<file path="src/rtl/serial_adder_pkg.sv">
// serial_adder_pkg: shared types and constants for the bit-serial adder.
//   state_t       : FSM state encoding (IDLE, SHIFT, DONE)
//   DEFAULT_WIDTH : default operand/result width in bits
package serial_adder_pkg;

   localparam int DEFAULT_WIDTH = 8;

   typedef enum logic [1:0] {
      IDLE  = 2'd0,
      SHIFT = 2'd1,
      DONE  = 2'd2
   } state_t;

endpackage

</file>
<file path="src/rtl/full_adder_bit.sv">
// full_adder_bit: one-bit full adder built from two half adders and an OR gate.
//   a, b, cin : input bits and carry in
//   sum       : a xor b xor cin
//   cout      : carry out
module full_adder_bit (
   input  logic a,
   input  logic b,
   input  logic cin,
   output logic sum,
   output logic cout
);

   logic s0, c0, c1;

   halfadder u_ha0 (.a(a),  .b(b),   .sum(s0),  .carry(c0));
   halfadder u_ha1 (.a(s0), .b(cin), .sum(sum), .carry(c1));

   // Both half-adder carries can never be high together, so OR is the full carry.
   assign cout = c0 | c1;

endmodule

</file>
<file path="src/rtl/halfadder.sv">
// halfadder: single-bit half adder.
//   a, b  : input bits
//   sum   : a xor b
//   carry : a and b
module halfadder (
   input  logic a,
   input  logic b,
   output logic sum,
   output logic carry
);

   assign sum   = a ^ b;
   assign carry = a & b;

endmodule

</file>
<file path="src/rtl/serial_adder.sv">
// serial_adder: LSB-first bit-serial adder, one result bit per clock.
//   clk, rst        : clock and asynchronous active-high reset
//   start           : begin an addition (sampled only in IDLE)
//   sub             : present only with SERIAL_ADDER_SUB_EN; captured with start, selects a-b
//   a, b            : operands, captured on the accepting edge
//   busy            : high while bits are being shifted through
//   done            : one-cycle pulse when sum/carry_out become valid
//   sum, carry_out  : result and MSB carry, held until the next result
// Optional feature macro: SERIAL_ADDER_SUB_EN.
module serial_adder
   import serial_adder_pkg::*;
#(
   parameter int WIDTH = DEFAULT_WIDTH
) (
   input  logic             clk,
   input  logic             rst,
   input  logic             start,
`ifdef SERIAL_ADDER_SUB_EN
   input  logic             sub,
`endif
   input  logic [WIDTH-1:0] a,
   input  logic [WIDTH-1:0] b,
   output logic             busy,
   output logic             done,
   output logic [WIDTH-1:0] sum,
   output logic             carry_out
);

   localparam int CW = $clog2(WIDTH);
   localparam logic [CW-1:0] LAST = CW'(WIDTH - 1);

   state_t           state_q, state_d;
   logic [WIDTH-1:0] a_q, a_d, b_q, b_d, res_q, res_d, sum_q, sum_d;
   logic [CW-1:0]    cnt_q, cnt_d;
   logic             c_q, c_d, co_q, co_d, done_q, done_d;
   logic             fa_s, fa_c, sub_w;

`ifdef SERIAL_ADDER_SUB_EN
   assign sub_w = sub;
`else
   assign sub_w = 1'b0;
`endif

   full_adder_bit u_fa (.a(a_q[0]), .b(b_q[0]), .cin(c_q), .sum(fa_s), .cout(fa_c));

   always_comb begin
      state_d = state_q;
      a_d     = a_q;
      b_d     = b_q;
      res_d   = res_q;
      c_d     = c_q;
      cnt_d   = cnt_q;
      sum_d   = sum_q;
      co_d    = co_q;
      done_d  = 1'b0;
      case (state_q)
         IDLE: if (start) begin
            // Subtraction is a + ~b + 1: invert b and preset the carry.
            a_d     = a;
            b_d     = sub_w ? ~b : b;
            c_d     = sub_w;
            cnt_d   = '0;
            state_d = SHIFT;
         end
         SHIFT: begin
            res_d   = {fa_s, res_q[WIDTH-1:1]};
            c_d     = fa_c;
            a_d     = a_q >> 1;
            b_d     = b_q >> 1;
            cnt_d   = (cnt_q == LAST) ? '0 : cnt_q + 1'b1;
            state_d = (cnt_q == LAST) ? DONE : SHIFT;
         end
         DONE: begin
            sum_d   = res_q;
            co_d    = c_q;
            done_d  = 1'b1;
            state_d = IDLE;
         end
         default: state_d = IDLE;
      endcase
   end

   always_ff @(posedge clk or posedge rst) begin
      if (rst) begin
         state_q <= IDLE;
         a_q     <= '0;
         b_q     <= '0;
         res_q   <= '0;
         c_q     <= 1'b0;
         cnt_q   <= '0;
         sum_q   <= '0;
         co_q    <= 1'b0;
         done_q  <= 1'b0;
      end else begin
         state_q <= state_d;
         a_q     <= a_d;
         b_q     <= b_d;
         res_q   <= res_d;
         c_q     <= c_d;
         cnt_q   <= cnt_d;
         sum_q   <= sum_d;
         co_q    <= co_d;
         done_q  <= done_d;
      end
   end

   assign busy      = (state_q == SHIFT);
   assign done      = done_q;
   assign sum       = sum_q;
   assign carry_out = co_q;

endmodule

</file>
<file path="config.mk">
export PLATFORM = sky130hd
export DESIGN_NAME = serial_adder
export DESIGN_NICKNAME = d
export VERILOG_FILES = /design/src/rtl/serial_adder_pkg.sv /design/src/rtl/full_adder_bit.sv /design/src/rtl/halfadder.sv /design/src/rtl/serial_adder.sv
export SDC_FILE = /design/constraint.sdc
export NUM_CORES = 1
export LEC_CHECK = 0
export BUFFER_PORTS_ARGS = -buffer_cell sky130_fd_sc_hd__buf_4
export CAP_MARGIN = 5
export CORE_MARGIN = 5
export CORE_UTILIZATION = 55
export CTS_BUF_LIST = sky130_fd_sc_hd__clkbuf_16
export DETAILED_ROUTE_END_ITERATION = 16
export PLACE_DENSITY = 0.78
export SKIP_LAST_GASP = 1
export SLEW_MARGIN = 20
export SYNTH_ARGS = -nofsm -noshare
export SYNTH_HDL_FRONTEND = slang
export SYNTH_SLANG_ARGS = --single-unit
</file>
<file path="constraint.sdc">
create_clock -name clk -period 1.5 [get_ports clk]
set_input_delay 0.075 -clock clk [delete_from_list [all_inputs] [get_ports clk]]
set_output_delay 0.075 -clock clk [all_outputs]
set_load 0.1 [all_outputs]
</file>
Word level (Yosys, flattened, before mapping). Cells that the tools add are included.

Flip-flop bits (word level): 40.

Add/subtract/negate cells: 1. Equality and inequality tests: 4. Muxes and demuxes: 13. Bitwise operators: 5. Reduce and logical (&&, ||, !) cells: 3.

Operators by type and width (count): $pmux W8 S2 (2); $mux W8 (2); $mux W3 (2); $pmux W3 S2 (1); $mux W2 (2); $pmux W2 S2 (1); $add A3 B1 Y3 const B (1); $eq A3 B3 Y1 const B (1); $and A1 B1 Y1 (2); $eq A2 B1 Y1 const B (1); $eq A2 B2 Y1 const B (1); $logic_not A2 Y1 (1); $mux W1 (2); $ne A2 B2 Y1 const B (1); $pmux W1 S2 (1); $reduce_and A2 Y1 (1); $reduce_bool A2 Y1 (1); $xor A1 B1 Y1 (2); $or A1 B1 Y1 (1).

Longest topological paths before layout. Gate-level depths: netlist (run 1).

Word-level depth: 4. Mapped depth: 5. Gate-level depth less buffers: 4.

Hierarchy. A second synthesis (run 1) with hierarchy kept.

Cells, all modules: 142. Area total of the unflattened synthesis: 1755.4 sq um.

By module, submodules not included: serial_adder (times used 1, cells an instance 139, area each 1724.2 sq um); halfadder (times used 2, cells an instance 1, area each 12.5 sq um); full_adder_bit (times used 1, cells an instance 1, area each 6.3 sq um).

Worst setup path before layout (run 1). OpenSTA, ideal clock, no wires.

Path type: register -> register. Start: register state_q[0]. End: register b_q[0]. Arrival time: 1154 ps. Data required time: 1374 ps. Slack: 220 ps. Cell stages (with the launch flop): 4. Cells stage by stage: dfrtp_1 > nand2b_1 > inv_2 > a221o_1.

Word-level cells in the longest chain between the ends: 3. Elaborated cells on any way between the ends: 6.

Ends and longest elaborated chain: from (decl) (line serial_adder.sv:32) `state_t state_q, state_d;`; from (signal assigned) (line serial_adder.sv:95) `state_q <= state_d;`; $eq A2 B1 Y1 (*); via busy (line serial_adder.sv:23) `output logic busy,`; $reduce_bool A2 Y1 (no line); $reduce_and A2 Y1 (no line); to (signal assigned) (line serial_adder.sv:87) `b_q <= '0;`; to (signal assigned) (line serial_adder.sv:97) `b_q <= b_d;`; to (decl) (line serial_adder.sv:33) `logic [WIDTH-1:0] a_q, a_d, b_q, b_d, res_q, res_d, sum_q, sum_d;`.

The timed path passes the listed nets; every way through them passes the cells marked *. A chain may end at the register's enable or synchronous reset.

Worst setup path in the final report (run 1).
Start: register state_q[1]. End: output busy.

Word-level cells in the longest chain between the ends: 1.

Ends and longest elaborated chain: $eq A2 B1 Y1 (line serial_adder.sv:107) `assign busy = (state_q == SHIFT);`; to (decl) (line serial_adder.sv:23).

No other way between the ends.

==> results.toml, run 1 <==
[outcome]
status = "finished clean"

[placement]
dpl.hpwl_um = 2619
globalplace.congestion = 0.8216
portBuffers = 29
place_inst = 221
dpl-instance-area_um2 = 2102

[finish]
stdcell_count = 231
diodes = 0
drive_above_1_share = 0.3730
fillerInstances = 240
layout_commonest_cell = "dfrtp_1"
nets = 206
postLayoutCellArea_um2 = 2281
area_growth_pct = 24.78
final_cell_mix = "40 x dfrtp_1, 38 x buf_4, 10 x inv_1"

[synth]
synth_xor_area_frac = 0
synth_compound_area_frac = 0.1342
syn_inst = 145
synth-simple-area-share = 0.1164
syn_avg_cell_area_um2 = 12.61
yosysTopAreaCell = "dfrtp_1"
ys_ff_latch = 40
yosys-top-cells-area = "dfrtp_1 55%, mux2_4 7.4%, mux2_2 4.3%, buf_6 2.5%, nand2b_1 2.4%"
ys_warn_count = 0
muxShareOfSynthArea = 0.1170
synth_top_family_by_area = "compound AO/OA/AOI/OAI gates"
synthAdderAreaFrac = 0.02464
yosysUniqueCellTypes = 32
yosysSeqAreaShare = 0.5476
yosys.area.top_type_share = 0.5476
syn_nets = 167
syn_area_um2 = 1828

[min_path]
hold_depth = 3
hold_class = "input port to register"
min_to = "a_q[7]"
min_from = "a[7]"

[cts]
cts.path.max_buffers = 2
cts_root_buffer = "clkbuf_16"
htree_levels = 2
clkSlewWorstSetupHoldPaths_ns = 0.05
cts_buffers = 5
clkLatencyLatePin_ns = 0.28
cts_tree = "done"
cts.sinks = 40

[worst_setup_path]
critPathLaunchType = "register"
reg2reg_slack_ns = 0.10
crit_type = "register to output pin"
crit_arrival_ns = 1.33
worstSetupEndpointType = "output pin"
ff2ff_path_depth = 4
r2r_end = "b_q[0]"
worst-path-max-fanout = 9
r2r-start = "state_q[0]"
cp.required_ns = 1.42

[routing]
drc = 0
dr.pass1.iters = 4
num_vias = 1250
wl_per_cell_um = 16.00
via_per_inst = 5.411
routed_wl_um = 3695
antenna_left = 0
drtIter0Drc = 64

[timing]
finalHoldViolCount = 0
setup_violations = 0
rsz0062_at_grt = "no"
worstMarginPinSlew_ns = 0.4956
relSlewSlack = 0.6696
fmax_mhz = 709.3
finalCritPeriodShare = 0.9399
fin_skew_ns = 0.003411
hold_ws_ns = 0.05591
setup_tns_ns = 0
fin_crit_ns = 1.410
drv_slew = 0

[grt]
overflow = 0
antenna_found_initial = 0
grt_pass1_vias = 1346
track_usage = 0.1950
grt_max_degree = 41
grt_pass1_wl_um = 6410

[floorplanning]
rows = 21
num_io_pins = 30
die_x_um = 67.65
core-area_um2 = 3284
die_area_um2 = 4577
die_y_um = 67.65
initial_core_util = 0.5566

[flow_run]
maxCapViolCount = 0

[power_and_ir_drop]
peakVddDrop_v = 0.001042
total_power_mw = 5.631
power_leakage_nw = 1.056
p_per_area_nw_per_um2 = 2469
==> critical path, cell delays in order (launching register included) <==
cell and delay [ns]:
dfrtp_1 0.42, nand2b_4 0.16, buf_4 0.18, inv_4 0.11, buf_12 0.18
==> power by group <==
group	switching [mW]	total (mW)	internal (mW)	leakage [nW]
logic	1.69	2.72	1.03	0.503
registers	0.323	1.91	1.59	0.482
clock network	0.396	0.999	0.603	0.0710
total	2.41	5.63	3.22	1.06
==> layout make-up <==
class | instances | area [um2] | share of cell area
sequential | 40 | 1001 | 0.4388
multi-input combinational | 86 | 724.4 | 0.3176
timing repair buffer | 40 | 315.3 | 0.1382
clock buffer | 5 | 125.1 | 0.05485
tap | 46 | 57.56 | 0.02523
inverter | 11 | 43.79 | 0.01920
clock inverter | 3 | 13.76 | 0.006034
==> cells by family (layout without fill, tap and decap cells) <==
logic type,Yosys count,count (layout)
mux,16,16
flops,40,40
compound gates,34,34
buf+inv,19,59
simple gates,33,33
fa+ha+maj,3,3
==> routing by layer <==
metal | up-vias | wire length, um | global-route usage
li1 | 594 | - | -
met1 | 618 | 1546 | 0.2275
met2 | 29 | 1892 | 0.3269
met3 | 9 | 163 | 0.05657
met4 | 0 | 91 | 0.09367
met5 | - | 0 | 0
==> Yosys cell counts <==
master / instances
dfrtp_1: 40
inv_1: 10
mux2_4: 9
a21oi_1: 7
mux2_2: 7
nand2_1: 7
nand2b_1: 7
o21ai_0: 7
nor3b_1: 5
o22a_1: 5
a211oi_1: 4
a221o_1: 4
buf_6: 4
nor3_1: 4
nor4b_1: 4
a22o_1: 2
buf_4: 2
ha_1: 2
nor2b_1: 2
a32o_1: 1
and2_1: 1
buf_2: 1
clkbuf_1: 1
fa_1: 1
inv_2: 1
nor2_2: 1
nor2_4: 1
o21ai_2: 1
o21bai_2: 1
o22ai_1: 1
o31ai_1: 1
or4b_4: 1
==> state kept, by name (all words and copies together) (netlist names) <==
signal / count
done: 1
carry_out: 1
state_q: 2
cnt_q: 3
a_q: 8
b_q: 8
sum: 8
res_q: 8
c_q: 1
==> worst max path at each step <==
stage                          start     end  slack (ns)  cells after the start
after floorplan           state_q[0]  b_q[0]        0.22                      3
after global placement    state_q[0]  b_q[2]        0.26                      4
after detailed placement  state_q[0]  b_q[0]        0.18                      4
after CTS                 state_q[1]    busy        0.05                      4
after global routing      state_q[0]  b_q[3]        0.01                      4
final                     state_q[1]    busy        0.09                      4
==> repair_timing <==
action / CTS / global route
resized for setup: 4 / 1
endpoints found under the setup margin: 1 / 1
hold buffers: 1 / 0
setup buffers: 0 / 1
endpoints found under the hold margin: 40 / 0
==> stage by stage <==
stage,setup slack (ns),utilization
global placement,0.2573,0.6400
finish,0.09008,0.6945
detailed placement,0.1759,0.6400
CTS,0.04604,0.6899
global route,0.01392,0.6945
floorplan,0.2201,-
(Power assumes the default switching activity.)
==> run 2, diff against run 1 <==
==> constraint.sdc (replaced) <==
create_clock -name clk -period 1.5 [get_ports clk]
set_input_delay 0.15 -clock clk [delete_from_list [all_inputs] [get_ports clk]]
set_output_delay 0.15 -clock clk [all_outputs]
set_load 0.1 [all_outputs]
==> run 2 against run 1 <==
Effect of this change:
- the flow now finishes with violations (hold timing)
- combinational power is essentially flat
- via count grew 1.2%
- worst setup slack gained 0.0033 ns
- critical path depth shrank 1
- die area is the same
- clock skew grew 0.0018 ns
- highest routed layer unchanged
- count of clock-buffer cells in the layout is the same
- global-route usage shrank 0.49 points
- sequential share of layout area shrank 0.50 points
==> results.toml, run 2 (same netlist as run 1, synthesis figures left out) <==
[outcome]
status = "finished with violations"
violations = "hold timing"

[cts]
clkSlewWorstSetupHoldPaths_ns = 0.05
clkLatencyLatePin_ns = 0.28
cts_tree = "done"
cts_root_buffer = "clkbuf_16"
cts.sinks = 40
htree_levels = 2
cts.path.max_buffers = 2
cts_buffers = 5

[floorplanning]
rows = 21
num_io_pins = 30
die_x_um = 67.65
die_y_um = 67.65
core-area_um2 = 3284
initial_core_util = 0.5566
die_area_um2 = 4577

[timing]
finalHoldViolCount = 13
setup_violations = 0
fmax_mhz = 710.9
fin_crit_ns = 1.407
drv_slew = 0
finalCritPeriodShare = 0.9378
setup_tns_ns = 0
rsz0062_at_grt = "no"
relSlewSlack = 0.6710
hold_ws_ns = -0.007138
worstMarginPinSlew_ns = 0.4935
fin_skew_ns = 0.005224

[finish]
layout_commonest_cell = "dfrtp_1"
stdcell_count = 229
fillerInstances = 242
area_growth_pct = 26.21
final_cell_mix = "40 x dfrtp_1, 38 x buf_4, 10 x inv_1"
drive_above_1_share = 0.3716
nets = 205
diodes = 0
postLayoutCellArea_um2 = 2307

[grt]
track_usage = 0.1900
antenna_found_initial = 0
overflow = 0
grt_pass1_vias = 1335
grt_max_degree = 41
grt_pass1_wl_um = 6341

[routing]
wl_met1_um = 1499
dr.pass1.iters = 4
wl_met3_um = 175
wl_met2_um = 1840
drtIter0Drc = 47
num_vias = 1265
top_layer = "met4"
drc = 0
wl_per_cell_um = 15.66
routed_wl_um = 3586
antenna_left = 0
via_per_inst = 5.524

[placement]
portBuffers = 29
dpl.hpwl_um = 2558
dpl-instance-area_um2 = 2102
place_inst = 221
globalplace.congestion = 0.7755

[worst_setup_path]
worstSetupEndpointType = "output pin"
crit_type = "register to output pin"
cp.required_ns = 1.35
ff2ff_path_depth = 4
crit_arrival_ns = 1.26
critPathLaunchType = "register"
r2r_end = "b_q[3]"
r2r-start = "state_q[0]"
reg2reg_slack_ns = 0.13
worst-path-max-fanout = 10

[power_and_ir_drop]
power_leakage_nw = 1.068
p_per_area_nw_per_um2 = 2579
peakVddDrop_v = 0.001153
total_power_mw = 5.949

[min_path]
hold_class = "input port to asynchronous set/reset pin"

[flow_run]
maxCapViolCount = 0
## run 2: layout make-up
class                   instances  area [um2]  share of cell area
multi-input cells              86       716.9              0.3107
inverters                      11       41.29             0.01790
clock inverters                 2       60.06             0.02603
flip-flops and latches         40        1001              0.4338
clock buffers                   5       125.1             0.05423
repair buffers                 39       305.3              0.1323
well taps                      46       57.56             0.02495
## run 2: routing by layer
layer	GRT usage	vias up
li1	-	590
met1	0.2307	638
met2	0.3147	31
met3	0.05657	6
met4	0.07595	0
met5	0	-
## run 2: critical path: stages, from the launching register on
cell      delay (ns)
dfrtp_1         0.47
nand2b_1        0.23
inv_2           0.10
buf_12          0.17
## run 2: what timing repair did
action                                  CTS  global route
endpoints found under the setup margin    1             0
hold buffers                              0             0
buffers inserted                          1             0
gates resized for setup                   3             0
## run 2: metrics by stage
stage	setup slack (ns)	util
CTS	0.08257	0.7025
finish	0.09337	0.7025
global placement	0.2368	0.6400
detailed placement	0.1632	0.6400
floorplan	0.2201	-
global route	0.004491	0.7025
## run 2: power by group
group	leakage (nW)	total (mW)	switching (mW)	internal, mW
logic	0.496	2.71	1.68	1.03
clock network	0.0899	1.34	0.393	0.943
registers	0.482	1.90	0.317	1.59
## run 2: worst max path at each step
stage                     slack [ns]  cells past startpoint       start       end
after floorplan                 0.22                      3  state_q[0]    b_q[0]
after global placement          0.24                      3  state_q[1]    sum[0]
after detailed placement        0.16                      3  state_q[1]  res_q[5]
after CTS                       0.08                      3  state_q[1]      busy
after global routing           0.004                      3  state_q[1]      busy
final                           0.09                      3  state_q[1]      busy
